File: config.mk
export PLATFORM = sky130hd
export DESIGN_NAME = id_ex_stage
export DESIGN_NICKNAME = d
export VERILOG_FILES = /design/src/rtl/mips_pkg.sv /design/src/rtl/alu_control.sv /design/src/rtl/id_ex_stage.sv
export SDC_FILE = /design/constraint.sdc
export NUM_CORES = 1
export LEC_CHECK = 0
export CORE_UTILIZATION = 43
export DETAILED_ROUTE_END_ITERATION = 10
export GPL_TIMING_DRIVEN = 0
export PLACE_DENSITY = 0.81
export SETUP_SLACK_MARGIN = 0.4
export SYNTH_ARGS = -nofsm -noshare
export SYNTH_HDL_FRONTEND = slang
export SYNTH_HIERARCHICAL = 1
export SYNTH_SLANG_ARGS = --single-unit
File: constraint.sdc
create_clock -name clk -period 4.5 [get_ports clk]
set_input_delay 1.35 -clock clk [delete_from_list [all_inputs] [get_ports clk]]
set_output_delay 1.35 -clock clk [all_outputs]
set_load 0.005 [all_outputs]
File: src/rtl/mips_pkg.sv
// Shared constants and types for the MIPS pipeline: ALUOp/funct/ALUCon encodings,
// the ID/EX register layout and the operand forwarding mux.
package mips_pkg;

  localparam int unsigned DataW = 32;
  localparam int unsigned RegW  = 5;

  localparam logic [1:0] ALUOP_MEM  = 2'b00;
  localparam logic [1:0] ALUOP_BR   = 2'b01;
  localparam logic [1:0] ALUOP_R    = 2'b10;
  localparam logic [1:0] ALUOP_SLTI = 2'b11;

  localparam logic [5:0] FUNCT_ADD = 6'b100000;
  localparam logic [5:0] FUNCT_SUB = 6'b100010;
  localparam logic [5:0] FUNCT_AND = 6'b100100;
  localparam logic [5:0] FUNCT_OR  = 6'b100101;
  localparam logic [5:0] FUNCT_SLT = 6'b101010;

  localparam logic [3:0] ALU_AND = 4'b0000;
  localparam logic [3:0] ALU_OR  = 4'b0001;
  localparam logic [3:0] ALU_ADD = 4'b0010;
  localparam logic [3:0] ALU_SUB = 4'b0110;
  localparam logic [3:0] ALU_SLT = 4'b0111;
  localparam logic [3:0] ALU_BAD = 4'b1111;

  typedef struct packed {
    logic             valid;
    logic [1:0]       alu_op;
    logic [5:0]       funct;
    logic [DataW-1:0] rs_data;
    logic [DataW-1:0] rt_data;
    logic [DataW-1:0] imm;
    logic [RegW-1:0]  rs;
    logic [RegW-1:0]  rt;
    logic [RegW-1:0]  rd;
    logic             alu_src;
    logic             reg_dst;
    logic             reg_write;
    logic             mem_read;
    logic             mem_write;
    logic             mem_to_reg;
  } ex_reg_t;

  // EX/MEM has priority over MEM/WB; register $0 is never forwarded.
  function automatic logic [DataW-1:0] fwd_sel(
    input logic [RegW-1:0]  idx,
    input logic [DataW-1:0] reg_data,
    input logic             exmem_we,
    input logic [RegW-1:0]  exmem_rd,
    input logic [DataW-1:0] exmem_res,
    input logic             memwb_we,
    input logic [RegW-1:0]  memwb_rd,
    input logic [DataW-1:0] memwb_res
  );
    logic [DataW-1:0] res;
    res = reg_data;
    if (exmem_we && (exmem_rd != '0) && (exmem_rd == idx)) begin
      res = exmem_res;
    end else if (memwb_we && (memwb_rd != '0) && (memwb_rd == idx)) begin
      res = memwb_res;
    end
    return res;
  endfunction

endpackage

File: src/rtl/alu_control.sv
// ALUOp/funct to 4-bit ALU control decoder; purely combinational so the
// multicycle datapath can share it.
module alu_control
  import mips_pkg::*;
(
  input  logic [1:0] alu_op_i,
  input  logic [5:0] funct_i,
  output logic [3:0] alu_con_o
);

  always_comb begin
    alu_con_o = ALU_BAD;
    unique case (alu_op_i)
      ALUOP_MEM:  alu_con_o = ALU_ADD;
      ALUOP_BR:   alu_con_o = ALU_SUB;
      ALUOP_SLTI: alu_con_o = ALU_SLT;
      ALUOP_R: begin
        case (funct_i)
          FUNCT_ADD: alu_con_o = ALU_ADD;
          FUNCT_SUB: alu_con_o = ALU_SUB;
          FUNCT_AND: alu_con_o = ALU_AND;
          FUNCT_OR:  alu_con_o = ALU_OR;
          FUNCT_SLT: alu_con_o = ALU_SLT;
          default:   alu_con_o = ALU_BAD;
        endcase
      end
      default: alu_con_o = ALU_BAD;
    endcase
  end

endmodule

File: src/rtl/id_ex_stage.sv
// ID/EX pipeline register with load-use stall detection, flush/hold handling,
// ALU control generation and EX-stage operand forwarding.
module id_ex_stage
  import mips_pkg::*;
(
  input  logic             clk,
  input  logic             reset,
  input  logic             id_valid,
  input  logic [1:0]       id_ALUOp,
  input  logic [5:0]       id_funct,
  input  logic [DataW-1:0] id_rs_data,
  input  logic [DataW-1:0] id_rt_data,
  input  logic [DataW-1:0] id_imm,
  input  logic [RegW-1:0]  id_rs,
  input  logic [RegW-1:0]  id_rt,
  input  logic [RegW-1:0]  id_rd,
  input  logic             id_ALUSrc,
  input  logic             id_RegDst,
  input  logic             id_RegWrite,
  input  logic             id_MemRead,
  input  logic             id_MemWrite,
  input  logic             id_MemtoReg,
  input  logic             flush,
  input  logic             hold,
  input  logic             exmem_RegWrite,
  input  logic [RegW-1:0]  exmem_rd,
  input  logic [DataW-1:0] exmem_result,
  input  logic             memwb_RegWrite,
  input  logic [RegW-1:0]  memwb_rd,
  input  logic [DataW-1:0] memwb_result,
  output logic [3:0]       ALUCon,
  output logic [DataW-1:0] a,
  output logic [DataW-1:0] b,
  output logic [DataW-1:0] store_data,
  output logic             ex_valid,
  output logic             ex_RegWrite,
  output logic             ex_MemRead,
  output logic             ex_MemWrite,
  output logic             ex_MemtoReg,
  output logic [RegW-1:0]  ex_wreg,
  output logic             stall_id
);

  ex_reg_t ex_q, ex_d, id_pkt;
  logic    load_use;
  logic    [DataW-1:0] fwd_rs, fwd_rt;

  always_comb begin
    id_pkt            = '0;
    id_pkt.valid      = id_valid;
    id_pkt.alu_op     = id_ALUOp;
    id_pkt.funct      = id_funct;
    id_pkt.rs_data    = id_rs_data;
    id_pkt.rt_data    = id_rt_data;
    id_pkt.imm        = id_imm;
    id_pkt.rs         = id_rs;
    id_pkt.rt         = id_rt;
    id_pkt.rd         = id_rd;
    id_pkt.alu_src    = id_ALUSrc;
    id_pkt.reg_dst    = id_RegDst;
    id_pkt.reg_write  = id_RegWrite;
    id_pkt.mem_read   = id_MemRead;
    id_pkt.mem_write  = id_MemWrite;
    id_pkt.mem_to_reg = id_MemtoReg;
  end

  assign load_use = id_valid & ex_q.valid & ex_q.mem_read & (ex_q.rt != '0) &
                    ((ex_q.rt == id_rs) | (ex_q.rt == id_rt));
  assign stall_id = load_use | hold;

  // Priority below reset: flush > hold > load-use bubble > load.
  always_comb begin
    ex_d = id_pkt;
    if (flush) begin
      ex_d = '0;
    end else if (hold) begin
      ex_d = ex_q;
    end else if (load_use) begin
      ex_d.valid      = 1'b0;
      ex_d.alu_src    = 1'b0;
      ex_d.reg_dst    = 1'b0;
      ex_d.reg_write  = 1'b0;
      ex_d.mem_read   = 1'b0;
      ex_d.mem_write  = 1'b0;
      ex_d.mem_to_reg = 1'b0;
    end
  end

  always_ff @(posedge clk) begin
    if (reset) begin
      ex_q <= '0;
    end else begin
      ex_q <= ex_d;
    end
  end

  alu_control u_alu_control (
    .alu_op_i  (ex_q.alu_op),
    .funct_i   (ex_q.funct),
    .alu_con_o (ALUCon)
  );

  always_comb begin
    fwd_rs = fwd_sel(ex_q.rs, ex_q.rs_data, exmem_RegWrite, exmem_rd, exmem_result,
                     memwb_RegWrite, memwb_rd, memwb_result);
    fwd_rt = fwd_sel(ex_q.rt, ex_q.rt_data, exmem_RegWrite, exmem_rd, exmem_result,
                     memwb_RegWrite, memwb_rd, memwb_result);
  end

  assign a          = fwd_rs;
  assign b          = ex_q.alu_src ? ex_q.imm : fwd_rt;
  assign store_data = fwd_rt;

  assign ex_valid    = ex_q.valid;
  assign ex_RegWrite = ex_q.reg_write  & ex_q.valid;
  assign ex_MemRead  = ex_q.mem_read   & ex_q.valid;
  assign ex_MemWrite = ex_q.mem_write  & ex_q.valid;
  assign ex_MemtoReg = ex_q.mem_to_reg & ex_q.valid;
  assign ex_wreg     = ex_q.reg_dst ? ex_q.rd : ex_q.rt;

endmodule

==> flow_metrics.tcl <==
set metrics [dict create \
    status "finished with violations" \
    violations "negative setup slack" \
    antenna_found_initial 0 \
    required_ps 3150 \
    routed_wirelength_mm 30.1 \
    start_kind "input port" \
    start_util 0.443 \
    die_w_um 130 \
    core_area_mm2 0.0160 \
    synth_warnings 6 \
    ant_nets 0 \
    drtIter0Drc 498 \
    ir_drop_mv 0.278 \
    port-buffer-count 315 \
    die-area_mm2 0.0170 \
    yosys.cell_count.top_type "mux2i_1" \
    synth_edf_count 0 \
    synth.net_count 1026 \
    drtPass1Iterations 5 \
    syn_to_final_growth_pct 74.8 \
    synth_compound_area_frac 0.0986 \
    synth_cells 820 \
    fin_ws_ps -171 \
    maxCapViolations 0 \
    io_pins 317 \
    drc 0 \
    htree_levels 4 \
    p_per_area_mw_per_mm2 277 \
    grt_overflow 0 \
    via_count 7837 \
    design_area_mm2 0.0124 \
    synth_top_family_by_area "multiplexers" \
    via_per_inst 5.52 \
    diodes 0 \
    clock.fmax_mhz 214 \
    numCtsBuffers 17 \
    nets 1398 \
    cts_tree "yes" \
    wire_per_inst_um 21.1 \
    finalCritPeriodShare 1.04 \
    p_leak_nw 5.04 \
    synth_seq_area_share 0.356 \
    min_period_ps 4670 \
    drv_slew 0 \
    synth_cell_types 39 \
    synth_top_area_frac 0.356 \
    yosys.area_share.simple 0.161 \
    arrival_ps 3320 \
    synth_seq_cells 126 \
    relSlewSlack 0.384 \
    num_rows 46 \
    worst_setup_path_end_kind "output port" \
    die_y_um 130 \
    setup_viol 57 \
    post-dp-hpwl_mm 19.8 \
    clk_latency_ps 430 \
    worst_pin_slew_ps 924 \
    grt_usage 0.344 \
    synth_area_leader_cell "dfxtp_1" \
    ctsRootBufferMaster "clkbuf_16" \
    worstSetupPathType "in2out" \
    cts.reportedPaths.clkPinSlew_ps 60 \
    gp_congestion 0.825 \
    fin_skew_ps 2.60 \
    async_reset_ff_frac 0 \
    rsz0062_at_grt "true" \
    clock_sinks 126 \
    finish.utilization 0.773 \
    drive_gt1_frac 0.278 \
    grt_pass1_wl_mm 43.2 \
    fin_total_pwr_mw 3.43 \
    synth.area.mux_share 0.267 \
    synthAdderAreaFrac 0 \
    post_dp_cell_area_mm2 0.0107 \
    syn_area_per_cell_um2 8.63 \
    yosys-top-cells-count "183 x mux2i_1, 154 x nor2_1, 126 x dfxtp_1" \
    synth_xor_area_frac 0.0371 \
    clk_path_buf_depth 2 \
    ys.flop_type "dfxtp_1" \
    timing.final.hold_violations 0 \
    synth_area_leaders "dfxtp_1 36%, mux2i_1 26%, nor2_1 8.2%" \
    critPathMaxFanout 8 \
    syn_area_mm2 0.00708 \
    hold_path.class "reg2reg" \
    grt_pass1_vias 7790 \
    grt_max_degree 17 \
    hold_slack_ps 480 \
]
[sequential cells by signal, indices dropped and copies added, names as in the netlist]
signal / flops
ex_q: 125
ex_valid: 1
[where the power goes]
part           leakage [nW]  internal [mW]  switching (mW)
clock network         0.311           1.04           0.554
registers              1.03           1.15          0.0268
logic                  3.70          0.369           0.290
total                  5.04           2.56           0.871
[final cells by class]
type | instances | area (um2)
clock inverters | 15 | 241
repair buffers | 353 | 3180
plain buffers | 70 | 713
flip-flops and latches | 126 | 2520
fillers | 1122 | 3630
inverters | 34 | 128
well taps | 216 | 270
clock buffers | 17 | 425
multi-input cells | 590 | 4900
[worst paths after layout]
path	startpoint	to	slack, ps	cells after the start
setup reg to reg	ex_q[11]	ex_q[3]	2740	6
hold / removal	ex_q[1]	ex_q[1]	480	2
setup / recovery	memwb_rd[1]	b[11]	-170	9
hold reg to reg	ex_q[1]	ex_q[1]	480	2
[cell usage in the layout (no fill, tap or decap), types with 22 or more instances in the layout]
master / count
clkdlybuf4s50_1: 201
nor2_1: 153
mux2i_1: 143
dfxtp_1: 126
buf_2: 98
nor3_1: 38
inv_1: 34
mux2i_4: 33
a221oi_2: 30
nand2_1: 29
clkbuf_16: 25
o21ai_1: 25
buf_4: 24
a21oi_2: 22
[cell families (layout without fill, tap and decap cells)]
group,Yosys count,count (layout)
compound gates,111,111
xor+xnor,30,30
buf+inv,104,489
flops,126,126
mux,188,188
simple gates,261,261
[per-stage QoR]
stage	setup WS (ps)	TNS, ps	cells
5_1_grt	-200	-6470	1421
6_report	-171	-3620	1421
2_1_floorplan	330	0	820
4_1_cts	-183	-4520	1410
3_3_place_gp	-1010	-84490	1351
3_5_place_dp	-1070	-88140	1351
[worst max-delay path, cell delays in order]
cell and delay [ps]:
buf_8 90, or4_4 510, o21a_1 200, and4_4 160, buf_12 160, buf_12 160
mux2i_4 200, a221oi_4 300, buf_2 180
[timing repair]
action                     4_1_cts  5_1_grt
buffers inserted                18       11
pin swaps                       57       27
setup endpoints to repair       97       97
hold buffers                     0        0
gates cloned                     9        0
gates resized for setup        561       81
[metal layers]
layer | wire length (um) | track usage | vias to the layer above
met4 | 1290 | 0.171 | 0
li1 | - | - | 3604
met3 | 2600 | 0.105 | 115
met5 | 0 | 0 | -
met1 | 11300 | 0.377 | 3714
met2 | 14900 | 0.602 | 404
No activity file was read; power rests on OpenSTA's default activity.
==> edit: new RTL, same settings <==
`RegW`: 5 -> 4.
--- a/src/rtl/mips_pkg.sv
+++ b/src/rtl/mips_pkg.sv
@@ -4,5 +4,5 @@
 
   localparam int unsigned DataW = 32;
-  localparam int unsigned RegW  = 5;
+  localparam int unsigned RegW  = 4;
 
   localparam logic [1:0] ALUOP_MEM  = 2'b00;
Interface: changed (6 resized); port bits go from 317 to 311. The function was not compared with the original's and may differ.
==> edit against the unedited design <==
The flow still finishes with violations (setup timing). Setup slack improved by 130 ps. Worst hold slack got worse by 20 ps. Non-clock buffer count is 31 higher. Wire length increased by 10%. Sequential cell count down 3. Sequential share of layout area is 1.7 points lower. Clock skew up 3.3 ps. Cell area increased by 6.7%. Critical path depth is the same. Power is 6.5% higher. Register-to-register slack got worse by 170 ps. Combinational power is 27% higher. Area after synthesis shrank 3.4%. Critical path type unchanged. Highest routed layer unchanged.
==> edit: results (changes against the unedited design) <==
Parameter                              Value

GRT
  GRT Resource Usage Total ... 0.376 (+0.0318)
  Via count of the first global-routing pass ... 8295 (+6.5%)
  Antenna violations before repair ... 2 (+2)
  Global-route wire length before repair ... 46300 um (+7.2%)
  Maximum number of pins on one net before global-route repair ... 17 (unchanged)

Cells and area
  Number of flip-flops in the largest register ... 122 (-2.4%)
  Count of nets after finishing ... 1369 (-2.1%)
  Proportion of layout cells with a drive suffix above 1 ... 0.364 (+0.0861)

Drt
  Vias per inst ... 5.76 (+4.4%)
  First DRT Iteration DRCs ... 576 (+16%)
  Total Routed Length ... 33200 um (+10%)
  Pre-antenna DRT Iters ... 7 (+2)

Logic synthesis
  Share of the yosys chip area belonging to registers ... 0.360 (+0.00386)
  Count of unique library cells instantiated by Yosys ... 38 (-2.6%)
  Biggest area contributors in the synthesized netlist ... sky130_fd_sc_hd__dfxtp_1, sky130_fd_sc_hd__mux2i_1, sky130_fd_sc_hd__nor2_1
  Synthesized netlist net count ... 965 (-5.9%)
  Commonest cells in the synthesized netlist ... sky130_fd_sc_hd__mux2i_1, sky130_fd_sc_hd__dfxtp_1, sky130_fd_sc_hd__nor2_1
  Proportion of register bits with asynchronous set or reset after synthesis ... 0 (unchanged)

Setup path
  Maximum fanout along the worst path ... 10 (+2)
  Longest individual stage delay on the worst path ... 300 ps (-210 ps)
  CP Data Arrival Time ... 3190 ps (-130 ps)
  CP max stage cell ... sky130_fd_sc_hd__mux2_4

STA
  Worst setup skew after layout ... 5.94 ps (+3.34 ps)
  Max-slew headroom ... 0.328 (-0.0565)
  Setup ws final ... -43.0 ps (+128 ps)
  Final setup violation count ... 2 (-96%)

Clock network
  Buffer depth of the longest clock path ... 2 (unchanged)
  CTS Buf Count ... 17 (unchanged)
  Deepest level of the CTS H-tree ... 4 (unchanged)

Place
  HPWL after detailed placement ... 19200 um (-3.2%)
  Routability Congestion ... 0.830 (+0.70%)
  Port Buffers ... 309 (-1.9%)

Status
  Outcome ... finished, violations left
  Failing checks ... setup timing

Power and ir drop
  Maximum resistive drop on vdd ... 0.328 mV (+18%)
  Leakage power ... 5.35 nW (+6.3%)
  Total internal power ... 0.00270 W (+5.5%)
[edit: changes by cell type after synthesis, sizes merged, moves of 21 or more]
cell,change
a31oi,+31
nand3,+23
mux2i,-35
clkbuf,+21
nor2,-36
o21ai,+25
inv,-32
mux2,+31
a21oi,-26
a221oi,-32
[edit: power groups by stage]
stage	clock, W	sequential (W)	combinational (W)
2_1_floorplan	0	0.00116	0.000254
3_3_place_gp	0	0.00117	0.000617
3_5_place_dp	0	0.00117	0.000623
4_1_cts	0.00166	0.00115	0.000761
5_1_grt	0.00172	0.00115	0.000866
6_report	0.00167	0.00115	0.000834
[edit: final cells by class]
class | count | area (um2)
clock inverters | 14 | 267
well taps | 211 | 264
inverters | 2 | 7.51
repair buffers | 385 | 3820
flip-flops and latches | 123 | 2460
clock buffers | 18 | 439
multi-input cells | 570 | 5300
diodes | 2 | 5.00
fillers | 772 | 2160
plain buffers | 69 | 648
[edit: critical path: cells and delay by family]
kind,cells,cell delay [ps]
simple gates,1,230
compound gates,2,430
xor+xnor,1,240
buf+inv,4,650
mux,1,300
[edit: worst paths after layout]
| path | startpoint | endpoint | slack [ps] | cells past startpoint |
|---|---|---|---|---|
| max | memwb_rd[1] | b[27] | -40 | 9 |
| min | ex_q[0] | ex_q[0] | 460 | 2 |
| max reg2reg | ex_q[5] | ex_q[5] | 2570 | 4 |
| min reg2reg | ex_q[0] | ex_q[0] | 460 | 2 |
[edit: routing by layer]
layer	vias up	GRT usage	routed length [um]
met2	454	0.682	17100
li1	3526	-	-
met3	137	0.0985	2510
met1	3906	0.401	11800
met4	0	0.191	1760
met5	-	0	0
[edit: cell families after synthesis]
| family | count (synthesis) | synth area share |
|---|---|---|
| flops | 123 | 0.360 |
| xor+xnor | 24 | 0.0307 |
| buf+inv | 71 | 0.0465 |
| mux | 184 | 0.276 |
| simple gates | 252 | 0.165 |
| compound gates | 110 | 0.122 |
[edit: stage by stage]
step	std cells	instance area [um2]	setup slack [ps]	TNS, ps	hold slack [ps]
floorplan	764	6840	561	0	441
global placement	1284	10200	-1040	-83510	449
detailed placement	1284	10200	-1030	-84570	452
CTS	1380	12800	69.0	0	461
global route	1394	13200	-41.9	-128	493
finish	1394	13200	-43.0	-58.2	460
[edit: what timing repair did]
action | in CTS | in global routing
pin swaps | 55 | 47
setup buffers | 56 | 9
gates cloned | 8 | 3
gates resized for setup | 795 | 76
setup endpoints to repair | 97 | 97
hold buffers | 0 | 0
